File: src/rtl/alu_req_arbiter.sv
// rtl/alu_req_arbiter.sv - two-port round-robin request arbiter sharing one ALU_TOP
//
// Purpose:
//   Accepts operand/opcode requests from two requesters over valid/ready,
//   grants them round-robin, drives the shared ALU for ALU_LAT+1 cycles,
//   captures the result of the unit addressed by fun[3:2] and returns it to
//   the originating requester over a valid/ready response channel. One
//   operation in flight at a time.
//
// Ports:
//   CLK, RST                      clock (rising edge), async active-low reset
//   reqN_valid/ready              request handshake, N = 0,1
//   reqN_a, reqN_b, reqN_fun      operands and 4-bit ALU opcode
//   respN_valid/ready             response handshake, N = 0,1
//   resp_data/flag/carry          selected result, shared by both channels
//   alu_a, alu_b, alu_fun         drive to ALU_TOP
//   alu_*_out, alu_*_flag,
//   alu_carry_out                 registered results/flags from ALU_TOP
//   busy                          high whenever the FSM is not idle

module alu_req_arbiter #(
   parameter int WIDTH   = 16,
   parameter int ALU_LAT = 1
) (
   input  logic             CLK,
   input  logic             RST,
   input  logic             req0_valid,
   output logic             req0_ready,
   input  logic [WIDTH-1:0] req0_a,
   input  logic [WIDTH-1:0] req0_b,
   input  logic [3:0]       req0_fun,
   input  logic             req1_valid,
   output logic             req1_ready,
   input  logic [WIDTH-1:0] req1_a,
   input  logic [WIDTH-1:0] req1_b,
   input  logic [3:0]       req1_fun,
   output logic             resp0_valid,
   input  logic             resp0_ready,
   output logic             resp1_valid,
   input  logic             resp1_ready,
   output logic [WIDTH-1:0] resp_data,
   output logic             resp_flag,
   output logic             resp_carry,
   output logic [WIDTH-1:0] alu_a,
   output logic [WIDTH-1:0] alu_b,
   output logic [3:0]       alu_fun,
   input  logic [WIDTH-1:0] alu_arith_out,
   input  logic [WIDTH-1:0] alu_logic_out,
   input  logic [WIDTH-1:0] alu_cmp_out,
   input  logic [WIDTH-1:0] alu_shift_out,
   input  logic             alu_arith_flag,
   input  logic             alu_logic_flag,
   input  logic             alu_cmp_flag,
   input  logic             alu_shift_flag,
   input  logic             alu_carry_out,
   output logic             busy
);

   typedef enum logic [1:0] {
      IDLE = 2'd0,
      EXEC = 2'd1,
      RESP = 2'd2
   } state_t;

   // Counter must be able to hold ALU_LAT; one spare count for headroom.
   localparam int            CW      = $clog2(ALU_LAT + 2);
   localparam logic [CW-1:0] LAT_CNT = CW'(ALU_LAT);
   localparam logic [3:0]    FUN_NOP = 4'b1000;

   state_t           state;
   state_t           state_nxt;
   logic             last_id;
   logic             cur_id;
   logic [WIDTH-1:0] op_a;
   logic [WIDTH-1:0] op_b;
   logic [3:0]       op_fun;
   logic [CW-1:0]    cnt;

   logic             grant_id;
   logic             accept;
   logic             resp_done;
   logic             exec_done;
   logic [WIDTH-1:0] sel_data;
   logic             sel_flag;
   logic             sel_carry;

   // Round-robin: on a tie the requester that was not served last wins;
   // with a single request the requester present wins.
   assign grant_id  = (req0_valid && req1_valid) ? ~last_id : req1_valid;
   assign exec_done = (state == EXEC) && (cnt == LAT_CNT);

   always_comb begin
      state_nxt   = state;
      accept      = 1'b0;
      resp_done   = 1'b0;
      req0_ready  = 1'b0;
      req1_ready  = 1'b0;
      resp0_valid = 1'b0;
      resp1_valid = 1'b0;
      alu_a       = '0;
      alu_b       = '0;
      alu_fun     = FUN_NOP;
      case (state)
         IDLE: begin
            if (req0_valid || req1_valid) begin
               accept     = 1'b1;
               req0_ready = ~grant_id;
               req1_ready = grant_id;
               state_nxt  = EXEC;
            end
         end
         EXEC: begin
            alu_a   = op_a;
            alu_b   = op_b;
            alu_fun = op_fun;
            if (exec_done) begin
               state_nxt = RESP;
            end
         end
         RESP: begin
            resp0_valid = ~cur_id;
            resp1_valid = cur_id;
            if (cur_id ? resp1_ready : resp0_ready) begin
               resp_done = 1'b1;
               state_nxt = IDLE;
            end
         end
         default: begin
            state_nxt = IDLE;
         end
      endcase
   end

   // Unit select on the latched opcode; carry is only meaningful for arith.
   always_comb begin
      sel_data  = alu_arith_out;
      sel_flag  = alu_arith_flag;
      sel_carry = 1'b0;
      case (op_fun[3:2])
         2'b00: begin
            sel_data  = alu_arith_out;
            sel_flag  = alu_arith_flag;
            sel_carry = alu_carry_out;
         end
         2'b01: begin
            sel_data = alu_logic_out;
            sel_flag = alu_logic_flag;
         end
         2'b10: begin
            sel_data = alu_cmp_out;
            sel_flag = alu_cmp_flag;
         end
         default: begin
            sel_data = alu_shift_out;
            sel_flag = alu_shift_flag;
         end
      endcase
   end

   always_ff @(posedge CLK or negedge RST) begin
      if (!RST) begin
         state      <= IDLE;
         last_id    <= 1'b1;
         cur_id     <= 1'b0;
         op_a       <= '0;
         op_b       <= '0;
         op_fun     <= FUN_NOP;
         cnt        <= '0;
         resp_data  <= '0;
         resp_flag  <= 1'b0;
         resp_carry <= 1'b0;
      end else begin
         state <= state_nxt;
         if (accept) begin
            cur_id <= grant_id;
            op_a   <= grant_id ? req1_a   : req0_a;
            op_b   <= grant_id ? req1_b   : req0_b;
            op_fun <= grant_id ? req1_fun : req0_fun;
            cnt    <= '0;
         end else if (state == EXEC) begin
            cnt <= cnt + 1'b1;
         end
         // Result registers only change on capture, so they stay stable
         // through any amount of response backpressure.
         if (exec_done) begin
            resp_data  <= sel_data;
            resp_flag  <= sel_flag;
            resp_carry <= sel_carry;
         end
         if (resp_done) begin
            last_id <= cur_id;
         end
      end
   end

   assign busy = (state != IDLE);

endmodule

File: config.mk
export PLATFORM = sky130hd
export DESIGN_NAME = alu_req_arbiter
export DESIGN_NICKNAME = d
export VERILOG_FILES = /design/src/rtl/alu_req_arbiter.sv
export SDC_FILE = /design/constraint.sdc
export NUM_CORES = 1
export LEC_CHECK = 0
export CAP_MARGIN = 20
export CORE_MARGIN = 4
export CORE_UTILIZATION = 40
export CTS_BUF_LIST = sky130_fd_sc_hd__clkbuf_16
export DETAILED_ROUTE_END_ITERATION = 8
export PLACE_DENSITY = 0.86
export SYNTH_ARGS = -nofsm -noshare
export SYNTH_HDL_FRONTEND = slang
export SYNTH_SLANG_ARGS = --single-unit
export TNS_END_PERCENT = 50
File: constraint.sdc
create_clock -name CLK -period 2 [get_ports CLK]
set_clock_uncertainty 0.2 [all_clocks]
set_input_delay 0.4 -clock CLK [delete_from_list [all_inputs] [get_ports CLK]]
set_output_delay 0.4 -clock CLK [all_outputs]
set_load 0.005 [all_outputs]
==> results.md, run 1 <==
- The run finished, with violations left.
- The checks that failed: negative setup slack.
- The number of I/O port buffers is approximately 200.
- The count of final hold-check violations is 0.
- In the final routed layout, each cell accounts on average for 20.4 um.
- After synthesis, the mean cell area works out to 11.3 sq um.
- The count of final max-slew check failures is 0.
- For this design the static power due to leakage is roughly 0.003 uW.
- Timing would allow up to roughly 480 MHz.
- The fraction of the yosys area taken by sequential cells is between 30 and 40%.
- The worst pin sits at a relative slew slack of between 70 and 80%.
- The pin count of the biggest net entering global routing is 61.
- The number of different library cells in the post-synthesis netlist is 36.
- Setup repair after global routing could not meet its margin everywhere.
- Global routing used roughly a quarter of the available tracks across all layers.
- For this design, the slowest cell found on the critical path is sky130_fd_sc_hd__dfrtp_2.
- The critical path contains buffers and inverters numbering 3 combined.
- The total wirelength of the detailed-routed design is about 14 mm.
- The worst hold path belongs to the class flip-flop to flip-flop.
- The effective utilization at floorplan is between 40% and 50%.
- The cell count after synthesis came out at 342.
- IR analysis of the VDD net gives a maximum drop of between 800 and 900 uV.
- The number of nets with antenna violations after routing is 0.
- The clock tree from TritonCTS is yes.
- The maximum net fanout on the critical path is 8.
- CTS placed an instance of sky130_fd_sc_hd__clkbuf_16 at the clock tree root.
- In this run the number of H-tree levels came out at 3.
- The most critical setup path has its startpoint at state[1].
- The critical path data required time is 1.40 ns.
- The tool flagged a number of max-cap violations equal to 0.
- The ratio of routed vias to standard cells is between 5 and 6.
- The routed via count is around 3800.
- The worst setup path is captured at an output pin.
- The floorplan step defined a core boundary enclosing 9330 sq um.
- The worst hold slack is around 0.29 ns.
- The number of nets in the layout is roughly 720.
- The worst-margin pin slew is approximately 0.41 ns.
- In this run the critical register-to-register path is launched from state[0].
- Relative to the synthesized area, the layout overhead comes to 80.6%.
- STA classifies the critical path startpoint as a flip-flop.
- The synthesized design spends more area on one cell type than any other, namely sky130_fd_sc_hd__dfrtp_1.
- CTS saw 60 sinks.
- The detailed router finished its first iteration with around 170 violations.
- The horizontal die dimension is around 110 um.
- The flip-flop and latch count after synthesis is 60.
- Summing internal, switching and leakage power gives roughly 11000 uW.
- After synthesis, the cell types taking the most area are sky130_fd_sc_hd__dfrtp_1 (37%), sky130_fd_sc_hd__a2111oi_2 (8.9%), sky130_fd_sc_hd__mux2i_1 (8.8%), sky130_fd_sc_hd__a2bb2oi_2 (7.0%), sky130_fd_sc_hd__and2_1 (5.8%).
- The clock period minus worst slack is 2.10 ns.
- Setup slack on the critical path of the routed design comes to -0.104 ns.
- For the worst setup path, the data arrival time is ~1.5 ns.
- For the worst-skew pair, the clock arrives at the later sink with an insertion delay of 0.32 ns.
- The die covers roughly 11000 sq um.
- Yosys printed 0 warnings.
- The number of nets handed over by synthesis was 490.
- The first global-routing pass estimated around 22 mm of wire.
- The largest single stage delay on the critical path is 0.39 ns.
- The sum of net half-perimeters after detailed placement is ~10 mm.
- At the end of routability-driven placement, the weighted congestion stood at around 0.81.
- The overflow left after global routing is 0.
- The worst setup path is of the flip-flop to output pin kind.
- After synthesis, the largest area contributor takes up between 30% and 40% of total cell area.
- In this run the most critical hold path is launched from resp_data[1].
- The via count of the first global-routing pass is about 4000.
- The first detailed-routing pass took 5 iterations.
- The die height is 106 um.
- The ratio of cells with drive above 1 in the final layout is 34.7%.
- The setup-violating endpoint count in the final report is 36.
- Power spread over the standard cell area amounts to around 1600 nW/um^2.
- The post-synthesis cell area is between 3000 and 4000 sq um.
- The critical path's top delay family is simple AND/OR/NAND/NOR gates.
- The critical path goes through and2b_4 -> buf_8 -> buf_16 -> and2_4 -> buf_6.
- TritonCTS created 9 clock buffers.
- After floorplanning, the core was divided into 35 placement rows.
- The share of the cycle needed by the critical path after routing is 105%.
- The clock-pin slew on the worst setup and hold paths is 0.05 ns.
- The clock passes through at most 2 buffers.
- between 200 and 250 I/O pins were placed.
- The initial antenna violation count came to 0.
- In the routed design, unresolved DRC markers number 0.
[tightest hold or removal path, delay by kind of cell (launching register included)]
| kind | cells | cell delay [ns] |
|---|---|---|
| AO/OA/AOI/OAI | 1 | 0.06 |
| flip-flops | 1 | 0.33 |
| AND/OR/NAND/NOR | 1 | 0.05 |
[layout make-up]
type                            instances  area [sq um]
Timing Repair Buffer                  252          2650
Multi-Input combinational cell        246          2340
Fill cell                             625          2320
Sequential cell                        60          1510
Clock buffer                            9           225
Tap cell                              129           161
Clock inverter                          7           106
Inverter                                2          7.51
Antenna cell                            1          2.50
[layout by cell type (no fill, tap or decap), drive strengths merged]
cell type,count
dlygate4sd2,1
clkinv,3
nor2,5
nand3,1
a21o,2
o221ai,17
buf,88
and2b,1
dfstp,2
inv,3
nor2b,1
dfrtp,58
and2,36
diode,1
a21bo,1
a21boi,1
nand3b,2
clkbuf,9
bufinv,3
o21ai,5
a2bb2oi,36
a22o,1
mux2i,34
clkdlybuf4s50,162
ha,1
nand2,58
o22ai,1
a2111oi,36
dlygate4sd3,1
nand2b,4
mux2,1
nor3,2
[state kept, by name, summed over array words and instances, names as in the netlist]
register,flops
state,2
cnt,2
resp_flag,1
op_b,16
cur_id,1
op_fun,4
resp_carry,1
last_id,1
op_a,16
resp_data,16
[per-stage QoR]
stage | util (%) | cells | setup TNS [ns] | worst slack (ns) | instance area, sq um
CTS | 73.1 | 703 | -3.58 | -0.159 | 6820
finish | 75.1 | 706 | -2.65 | -0.104 | 7000
floorplan | - | 342 | 0 | 0.271 | 3880
detailed placement | 66.9 | 673 | -14.48 | -0.632 | 6240
global placement | 66.9 | 673 | -12.56 | -0.619 | 6240
global route | 75.1 | 705 | -4.56 | -0.161 | 7000
[per-layer routing]
metal	wire length [um]	part of all wire (%)	GRT usage, %	vias to the layer above
li1	-	-	-	1756
met1	5760	40	30.8	1894
met2	7650	53	43.5	124
met3	766	5.3	5.95	19
met4	265	1.8	5.75	0
met5	0	0	0	-
[where the power goes]
group	internal (uW)	leakage (uW)	switching, uW
Sequential	1860	0.000695	421
Combinational	4210	0.00211	2860
Clock	1200	0.000166	526
[cells in the mapped netlist]
library cell	count
sky130_fd_sc_hd__a2bb2oi_2	18
sky130_fd_sc_hd__nor3_2	1
sky130_fd_sc_hd__ha_1	1
sky130_fd_sc_hd__o21ai_1	3
sky130_fd_sc_hd__a2111oi_0	6
sky130_fd_sc_hd__and2_1	36
sky130_fd_sc_hd__buf_4	6
sky130_fd_sc_hd__nand3b_1	1
sky130_fd_sc_hd__a21o_1	2
sky130_fd_sc_hd__nand3_2	1
sky130_fd_sc_hd__a2111oi_4	7
sky130_fd_sc_hd__nor2b_1	1
sky130_fd_sc_hd__and2b_1	1
sky130_fd_sc_hd__nand2b_1	4
sky130_fd_sc_hd__a2bb2oi_1	18
sky130_fd_sc_hd__nor3_1	1
sky130_fd_sc_hd__buf_2	18
sky130_fd_sc_hd__o221ai_1	17
sky130_fd_sc_hd__dfstp_2	2
sky130_fd_sc_hd__nor2_1	4
sky130_fd_sc_hd__a2111oi_2	23
sky130_fd_sc_hd__a21bo_2	1
sky130_fd_sc_hd__inv_1	2
sky130_fd_sc_hd__o21ai_0	2
sky130_fd_sc_hd__clkbuf_1	5
sky130_fd_sc_hd__o22ai_1	1
sky130_fd_sc_hd__nand3b_2	1
sky130_fd_sc_hd__a21boi_4	1
sky130_fd_sc_hd__a22o_1	1
sky130_fd_sc_hd__nand2_1	58
sky130_fd_sc_hd__mux2i_1	34
sky130_fd_sc_hd__clkbuf_2	1
sky130_fd_sc_hd__dfrtp_1	58
sky130_fd_sc_hd__buf_6	4
sky130_fd_sc_hd__mux2_2	1
sky130_fd_sc_hd__nor2_2	1
[final timing paths]
path,endpoint,slack [ns],cells after the start
max,alu_b[1],-0.10,5
min,resp_data[1],0.29,2
max reg2reg,op_a[1],0.06,7
min in group asynchronous,op_a[15],0.42,3
min reg2reg,resp_data[1],0.29,2
max in group asynchronous,op_fun[3],0.86,3
[kinds of logic (layout without fill, tap and decap cells)]
group,after synthesis,in the layout,synth area share (%)
muxes,35,35,9.07
and+or+nand+nor,110,110,14.1
other,0,1,0
buffers and inverters,36,270,5.45
AOI/OAI and AO/OA,100,100,32.3
adders and majority gates,1,1,0.323
DFF,60,60,38.8
[what timing repair did]
item	in CTS	in global routing
gates resized for setup	232	32
cloned	4	0
pin swaps	21	8
setup buffers	10	4
endpoints found under the hold margin	58	0
hold buffers	1	0
setup endpoints to repair	41	63
Note: power is estimated with default switching activity, not from simulation.
==> inputs of run 2 (changes only) <==
CORE_MARGIN = 5   (was 4)
SETUP_SLACK_MARGIN = 0.15   (was unset)
==> results.md, run 2 (same netlist as run 1, synthesis figures left out) <==
- Outcome: finished, violations left (unchanged).
- Failing checks: negative setup slack (unchanged).
- The initial antenna violation count is 0 (unchanged).
- The pin count of the biggest net entering global routing is 37 (was 61).
- The via count of the first global-routing pass came to 4225 (was 4041).
- The number of nets in the layout came to 732 (was 719).
- The reg-to-reg endpoint is resp_data[0] (was op_a[1]).
- The clock tree from TritonCTS is yes (unchanged).
- The die height is 108 um (was 106 um).
- The root buffer selected by CTS is sky130_fd_sc_hd__clkbuf_16 (unchanged).
- The routed via count is 3968 (was 3793).
- The power density of the placed cells is 1590 nW/um^2 (was 1580 nW/um^2).
- The worst relative slew slack is 67.0% (was 72.6%).
- The beginning of the critical path was state[1] (unchanged).
- The per-cell routed wire length is 22.3 um (was 20.4 um).
- The worst min-delay path class is input pin to asynchronous set/reset pin (was flip-flop to flip-flop).
- The clock insertion delay at the later pin of the skew report is 0.32 ns (about the same).
- The horizontal die dimension came to 108 um (was 106 um).
- The layout overhead on the synthesized area is 91.5% (was 80.6%).
- The ratio of cells with drive above 1 in the final layout is 39.4% (was 34.7%).
- The worst ir drop on vdd was 849 uV (was 887 uV).
- The number of iterations in the first detailed-routing pass is 4 (was 5).
- The startpoint of the worst register-to-register path was state[1] (was state[0]).
- The floorplan die area came to 11800 sq um (was 11300 sq um).
- The number of placed I/O pins was 206 (unchanged).
- The deepest level of the CTS H-tree came to 3 (unchanged).
- The most frequent cell on the critical path is sky130_fd_sc_hd__buf_6.
- The switching power total was 4360 uW (was 3810 uW).
- The worst-margin pin slew is 0.495 ns (was 0.412 ns).
- The number of placed instances, taps included is 682 (was 673).
- The maximum net fanout on the critical path is 6 (was 8).
- The number of cells on the worst reg-to-reg path came to 8 (was 7).
- The sum of net half-perimeters after detailed placement is 10.3 mm (was 9.99 mm).
- The internal power contribution is 7430 uW (was 7270 uW).
- The total wirelength of the detailed-routed design is 16.1 mm (was 14.4 mm).
- The post-detailed-route DRC marker count came to 0 (unchanged).
- The switching part of the total power is 37.0% (was 34.4%).
- The wire length of the first global-routing pass was 22.3 mm (was 22.0 mm).
- The total clock sinks is 60 (unchanged).
- Crit path cell chain: and2b_4 -> buf_12 -> buf_8 -> buf_6 -> and2_4 -> buf_6 (was and2b_4 -> buf_8 -> buf_16 -> and2_4 -> buf_6).
- The count of fill cells added during filler insertion is 577 (was 625).
- The kind of critical path was flip-flop to output pin (unchanged).
- The number of antenna cells inserted is 0 (was 1).
- The power after layout is 11800 uW (was 11100 uW).
- The worst setup slack before clock tree synthesis was -0.508 ns (was -0.632 ns).
- The overflow left after global routing was 0 (unchanged).
- Most frequent cells in the layout: sky130_fd_sc_hd__clkdlybuf4s50_1 (161), sky130_fd_sc_hd__nand2_1 (58), sky130_fd_sc_hd__dfrtp_1 (56), sky130_fd_sc_hd__buf_6 (37), sky130_fd_sc_hd__mux2i_1 (34) (was sky130_fd_sc_hd__clkdlybuf4s50_1 (162), sky130_fd_sc_hd__nand2_1 (58), sky130_fd_sc_hd__dfrtp_1 (56), sky130_fd_sc_hd__buf_6 (38), sky130_fd_sc_hd__mux2i_1 (34)).
- The data arrival time of the critical path is 1.58 ns (was 1.50 ns).
- The cell leakage power was 0.00306 uW (was 0.00297 uW).
- The maximum buffer depth of the clock tree came to 2 (unchanged).
- The maximum clock rate is 460 MHz (was 475 MHz).
- The count of final hold-check violations is 0 (unchanged).
- The portion of total power attributed to the clock network is 14.7% (was 15.6%).
- The routability-driven placement congestion ratio is 0.844 (was 0.811).
- The effective utilization at floorplan is 40.4% (was 41.6%).
- The sequential cell fraction of total power came to 19.6% (was 20.5%).
- The critical path data required time is 1.40 ns (about the same).
- The clock-pin slew on the worst setup and hold paths came to 0.05 ns (about the same).
- The setup slack after layout came to -0.176 ns (was -0.104 ns).
- The core region area was 9590 sq um (was 9330 sq um).
- The standard cell with the maximum stage delay on the critical path is sky130_fd_sc_hd__dfrtp_2 (unchanged).
- The clock buffer count from CTS is 9 (unchanged).
- The number of nets with antenna violations after routing is 0 (unchanged).
- The share of the cycle needed by the critical path after routing is 109% (was 105%).
- The clock period minus worst slack is 2.18 ns (was 2.10 ns).
- The count of non-filler cells in the finished layout was 722 (was 706).
- The max-cap violation count is 0 (unchanged).
- The worst hold slack is 0.256 ns (was 0.288 ns).
- The total routing usage reported by global routing is 24.4% (was 24.8%).
- Unrepaired setup endpoints after global routing: yes (unchanged).
- The critical path capture point is alu_b[15] (was alu_b[1]).
- The count of final max-slew check failures was 0 (unchanged).
- Largest registers: op_a: 16 flops, op_b: 16 flops, resp_data: 16 flops (unchanged).
- The biggest cell delay along the critical path is 0.40 ns (was 0.39 ns).
- The ratio of routed vias to standard cells is 5.50 (was 5.37).
- The register-to-register path setup slack was 0.03 ns (was 0.06 ns).
- The setup-violating endpoint count in the final report was 36 (unchanged).
- The DRC violation total after the first TritonRoute iteration is 192 (was 166).
- The endpoint class of the critical path is an output pin (unchanged).
- The number of I/O port buffers is 205 (unchanged).
- The number of core rows came to 36 (was 35).
- The most common cell after layout, fill and taps aside is sky130_fd_sc_hd__clkdlybuf4s50_1 (unchanged).
- The type of element launching the critical path is a flip-flop (unchanged).
- The portion of total power attributed to combinational logic is 65.6% (was 63.9%).
[run 2: changes by cell type in the layout (fill, tap and decap cells not counted), moves of 3 or more]
cell / previous run / this run
sky130_fd_sc_hd__a2111oi_0: 3 / 0
sky130_fd_sc_hd__a2111oi_2: 24 / 12
sky130_fd_sc_hd__a2111oi_4: 8 / 24
sky130_fd_sc_hd__a2bb2oi_1: 17 / 11
sky130_fd_sc_hd__a2bb2oi_2: 19 / 25
sky130_fd_sc_hd__and2_1: 5 / 15
sky130_fd_sc_hd__and2_4: 31 / 21
sky130_fd_sc_hd__buf_16: 4 / 1
sky130_fd_sc_hd__buf_2: 10 / 20
sky130_fd_sc_hd__o221ai_1: 17 / 0
sky130_fd_sc_hd__o221ai_2: 0 / 17
[run 2: timing repair]
action,4_1_cts,5_1_grt
hold buffers,1,0
hold endpoints to repair,5,0
resized for setup,215,103
setup buffers,8,8
pin swaps,9,26
endpoints found under the setup margin,88,89
cloned,4,3
[run 2: metrics by stage]
stage / setup TNS, ns / utilization, % / cell area [sq um]
after floorplan: 0 / - / 3880
after global placement: -11.64 / 65.1 / 6250
after detailed placement: -13.32 / 65.1 / 6250
after CTS: -3.48 / 72.2 / 6930
after global routing: -4.29 / 77.4 / 7420
final: -2.58 / 77.4 / 7420
[run 2: per-layer routing]
| metal | global-route usage (%) | vias up | part of all wire, % | wire (um) |
|---|---|---|---|---|
| met5 | 0 | - | 0 | 0 |
| met4 | 7.94 | 0 | 2.6 | 416 |
| met3 | 4.96 | 28 | 5.5 | 880 |
| met2 | 40.7 | 140 | 53 | 8550 |
| met1 | 31.8 | 2006 | 39 | 6280 |
| li1 | - | 1794 | - | - |
[run 2: power groups by stage]
stage	Sequential (uW)	Combinational (uW)	Clock, uW
6_report	2310	7740	1740
5_1_grt	2360	8180	1810
4_1_cts	2240	6580	1750
3_5_place_dp	2230	5810	0
3_3_place_gp	2200	5650	0
2_1_floorplan	2170	3210	0
[run 2: worst min-delay path by stage]
stage	from	endpoint
floorplan	RST	cnt[0]
global placement	RST	resp_data[11]
detailed placement	RST	resp_data[10]
CTS	RST	resp_data[10]
finish	RST	resp_data[10]
global route	RST	resp_data[10]
[run 2: cell type report]
| cell class | count | area, sq um | area share (%) |
|---|---|---|---|
| inverter | 2 | 7.51 | 0.101 |
| multi-input combinational | 250 | 2770 | 37.4 |
| timing repair buffer | 261 | 2640 | 35.5 |
| clock buffer | 9 | 225 | 3.03 |
| tap | 133 | 166 | 2.24 |
| sequential | 60 | 1510 | 20.3 |
| clock inverter | 7 | 106 | 1.43 |
[run 2: worst max-delay path, delay by kind of cell (launching register included)]
family / cells / cell delay (ns)
buffers and inverters: 4 / 0.45
DFF: 1 / 0.40
and+or+nand+nor: 2 / 0.41
==> inputs of run 3 (changes only) <==
CAP_MARGIN = unset   (was 20)
CORE_MARGIN = unset   (was 5)
CTS_CLUSTER_DIAMETER = 80   (was unset)
==> results.md, run 3 (same netlist as run 1, synthesis figures left out) <==
- Outcome: finished, violations left (unchanged).
- Failing checks: negative setup slack (unchanged).
- The core region area is 9330 sq um (was 9590 sq um).
- The cell depth of the worst min-delay path is 2.
- The sum of net half-perimeters after detailed placement was 9.59 mm (was 10.3 mm).
- Crit path cell chain: and2b_4 -> buf_6 -> buf_6 -> buf_12 -> buf_16 -> and2_1 -> buf_2 (was and2b_4 -> buf_12 -> buf_8 -> buf_6 -> and2_4 -> buf_6).
- The root buffer selected by CTS was sky130_fd_sc_hd__clkbuf_16 (unchanged).
- The startpoint identified for the worst hold timing path is resp_data[0].
- The number of placed I/O pins came to 206 (unchanged).
- The layout overhead on the synthesized area came to 95.5% (was 91.5%).
- Largest registers: op_a: 16 flops, op_b: 16 flops, resp_data: 16 flops (unchanged).
- The post-layout utilization of the core is 81.3% (was 77.4%).
- The horizontal die dimension is 100 um (was 108 um).
- The number of I/O port buffers is 205 (unchanged).
- The deepest level of the CTS H-tree is 3 (unchanged).
- The via count of the first global-routing pass came to 4204 (was 4225).
- The register-to-register path setup slack came to -0.14 ns (was 0.03 ns).
- The worst min-delay path class is flip-flop to flip-flop (was input pin to asynchronous set/reset pin).
- The per-cell routed wire length came to 21.7 um (was 22.3 um).
- The clock-pin slew on the worst setup and hold paths is 0.06 ns (was 0.05 ns).
- The routability-driven placement congestion ratio is 0.790 (was 0.844).
- The share of the cycle needed by the critical path after routing is 113% (was 109%).
- The total clock sinks is 60 (unchanged).
- The power density of the placed cells is 1630 nW/um^2 (was 1590 nW/um^2).
- Most frequent cells in the layout: sky130_fd_sc_hd__clkdlybuf4s50_1 (155), sky130_fd_sc_hd__buf_6 (63), sky130_fd_sc_hd__dfrtp_1 (56), sky130_fd_sc_hd__nand2_1 (48) (was sky130_fd_sc_hd__clkdlybuf4s50_1 (161), sky130_fd_sc_hd__nand2_1 (58), sky130_fd_sc_hd__dfrtp_1 (56), sky130_fd_sc_hd__buf_6 (37), sky130_fd_sc_hd__mux2i_1 (34)).
- The number of core rows was 35 (was 36).
- The maximum net fanout on the critical path is 6 (unchanged).
- The number of cells on the worst reg-to-reg path was 9 (was 8).
- The total routing usage reported by global routing was 29.4% (was 24.4%).
- The setup-violating endpoint count in the final report is 80 (was 36).
- The count of final max-slew check failures came to 0 (unchanged).
- The wire length of the first global-routing pass is 22.3 mm (about the same).
- The number of nets with antenna violations after routing came to 0 (unchanged).
- The total wirelength of the detailed-routed design was 15.9 mm (was 16.1 mm).
- The endpoint class of the critical path is an output pin (unchanged).
- The worst ir drop on vdd was 935 uV (was 849 uV).
- The worst hold slack came to 0.303 ns (was 0.256 ns).
- The die height is 100 um (was 108 um).
- The critical path's top delay family is buffers and inverters (unchanged).
- The clock tree from TritonCTS is yes (unchanged).
- The critical path data required time was 1.40 ns (about the same).
- The total placed instance area was 6190 sq um (was 6250 sq um).
- Unrepaired setup endpoints after global routing: yes (unchanged).
- The initial antenna violation count came to 0 (unchanged).
- The total buffers and inverters traversed by the critical path is 5 (was 4).
- The post-detailed-route DRC marker count was 0 (unchanged).
- The post-route cell area was 7580 sq um (was 7420 sq um).
- The most common cell after layout, fill and taps aside is sky130_fd_sc_hd__clkdlybuf4s50_1 (unchanged).
- The setup slack after layout came to -0.255 ns (was -0.176 ns).
- The cell leakage power is 0.00325 uW (was 0.00306 uW).
- The number of nets in the layout is 745 (was 732).
- The number of iterations in the first detailed-routing pass came to 4 (unchanged).
- The max-cap violation count came to 0 (unchanged).
- The number of antenna cells inserted is 0 (unchanged).
- The maximum clock rate came to 443 MHz (was 460 MHz).
- The most frequent cell on the critical path is sky130_fd_sc_hd__buf_6 (unchanged).
- The ratio of cells with drive above 1 in the final layout came to 44.7% (was 39.4%).
- The type of element launching the critical path is a flip-flop (unchanged).
- The routed via count is 4072 (was 3968).
- The startpoint of the worst register-to-register path is state[1] (unchanged).
- The kind of critical path is flip-flop to output pin (unchanged).
- The reg-to-reg endpoint is op_a[7] (was resp_data[0]).
- The count of fill cells added during filler insertion is 540 (was 577).
- The DRC violation total after the first TritonRoute iteration is 163 (was 192).
- The floorplan die area is 10100 sq um (was 11800 sq um).
- The effective utilization at floorplan is 41.6% (was 40.4%).
- The clock period minus worst slack was 2.26 ns (was 2.18 ns).
- The count of final hold-check violations is 0 (unchanged).
- The overflow left after global routing is 0 (unchanged).
- The maximum buffer depth of the clock tree is 2 (unchanged).
- The worst relative slew slack is 71.3% (was 67.0%).
- The pin count of the biggest net entering global routing is 37 (unchanged).
- The clock insertion delay at the later pin of the skew report came to 0.32 ns (about the same).
- The ratio of routed vias to standard cells came to 5.57 (was 5.50).
- The data arrival time of the critical path is 1.66 ns (was 1.58 ns).
- The biggest cell delay along the critical path is 0.41 ns (was 0.40 ns).
- The clock buffer count from CTS was 9 (unchanged).
- The standard cell with the maximum stage delay on the critical path is sky130_fd_sc_hd__dfrtp_2 (unchanged).
- The worst-margin pin slew is 0.431 ns (was 0.495 ns).
- The worst hold path terminates at resp_data[0].
[run 3: changes by cell type in the layout (fill, tap and decap cells not counted), sizes merged, moves of 2 or more]
cell / previous run / this run
clkinvlp: 0 / 2
buf: 95 / 112
bufinv: 3 / 0
clkdlybuf4s50: 161 / 155
nand3: 3 / 1
dlymetal6s2s: 0 / 7
nand3b: 4 / 2
[run 3: final cells by class]
cell class,count,area [sq um],share of cell area [%]
multi-input cells,246,2630,34.7
clock buffers,9,225,2.97
well taps,129,161,2.13
flip-flops and latches,60,1510,19.9
repair buffers,278,3020,39.8
inverters,2,7.51,0.0990
clock inverters,7,36.3,0.479
[run 3: repair_timing]
action,4_1_cts,5_1_grt
pin swaps,48,18
setup buffers,25,7
setup endpoints to repair,95,100
hold buffers,1,0
gates resized for setup,287,76
cloned,4,3
endpoints found under the hold margin,58,0
[run 3: through the flow]
step                      setup slack [ns]  power (uW)  cells  setup TNS, ns
after CTS                           -0.234       11200    721          -5.45
after global placement              -0.520        7810    675         -16.00
after global routing                -0.284       12900    731         -13.48
after detailed placement            -0.562        8010    675         -19.42
after floorplan                      0.271        5390    342              0
final                               -0.255       12300    731         -10.01
[run 3: routing by layer]
layer | part of all wire, % | global-route usage [%]
met2 | 54 | 52.1
met1 | 38 | 35.4
met4 | 2.5 | 11.6
met5 | 0 | 0
met3 | 5.8 | 4.99
[run 3: worst reg2reg max path: cells and delay by family (launching register included)]
kind	cells	cell delay (ns)
buffers and inverters	7	0.95
flip-flops	1	0.40
AND/OR/NAND/NOR	1	0.35
AO/OA/AOI/OAI	1	0.17
[run 3: worst max path at each step]
stage	slack (ns)	to	startpoint	cells after the start
after floorplan	0.27	alu_a[0]	state[1]	4
after global placement	-0.52	req1_ready	req1_valid	4
after detailed placement	-0.56	req1_ready	req1_valid	4
after CTS	-0.23	alu_b[13]	state[0]	7
after global routing	-0.28	alu_b[13]	state[0]	7
final	-0.26	alu_b[13]	state[0]	7
[run 3: power by group]
part           total (uW)  leakage, uW  switching, uW  internal (uW)
registers            2370     0.000695            517           1860
logic                8600      0.00242           3380           5220
clock network        1370     0.000131            551            819
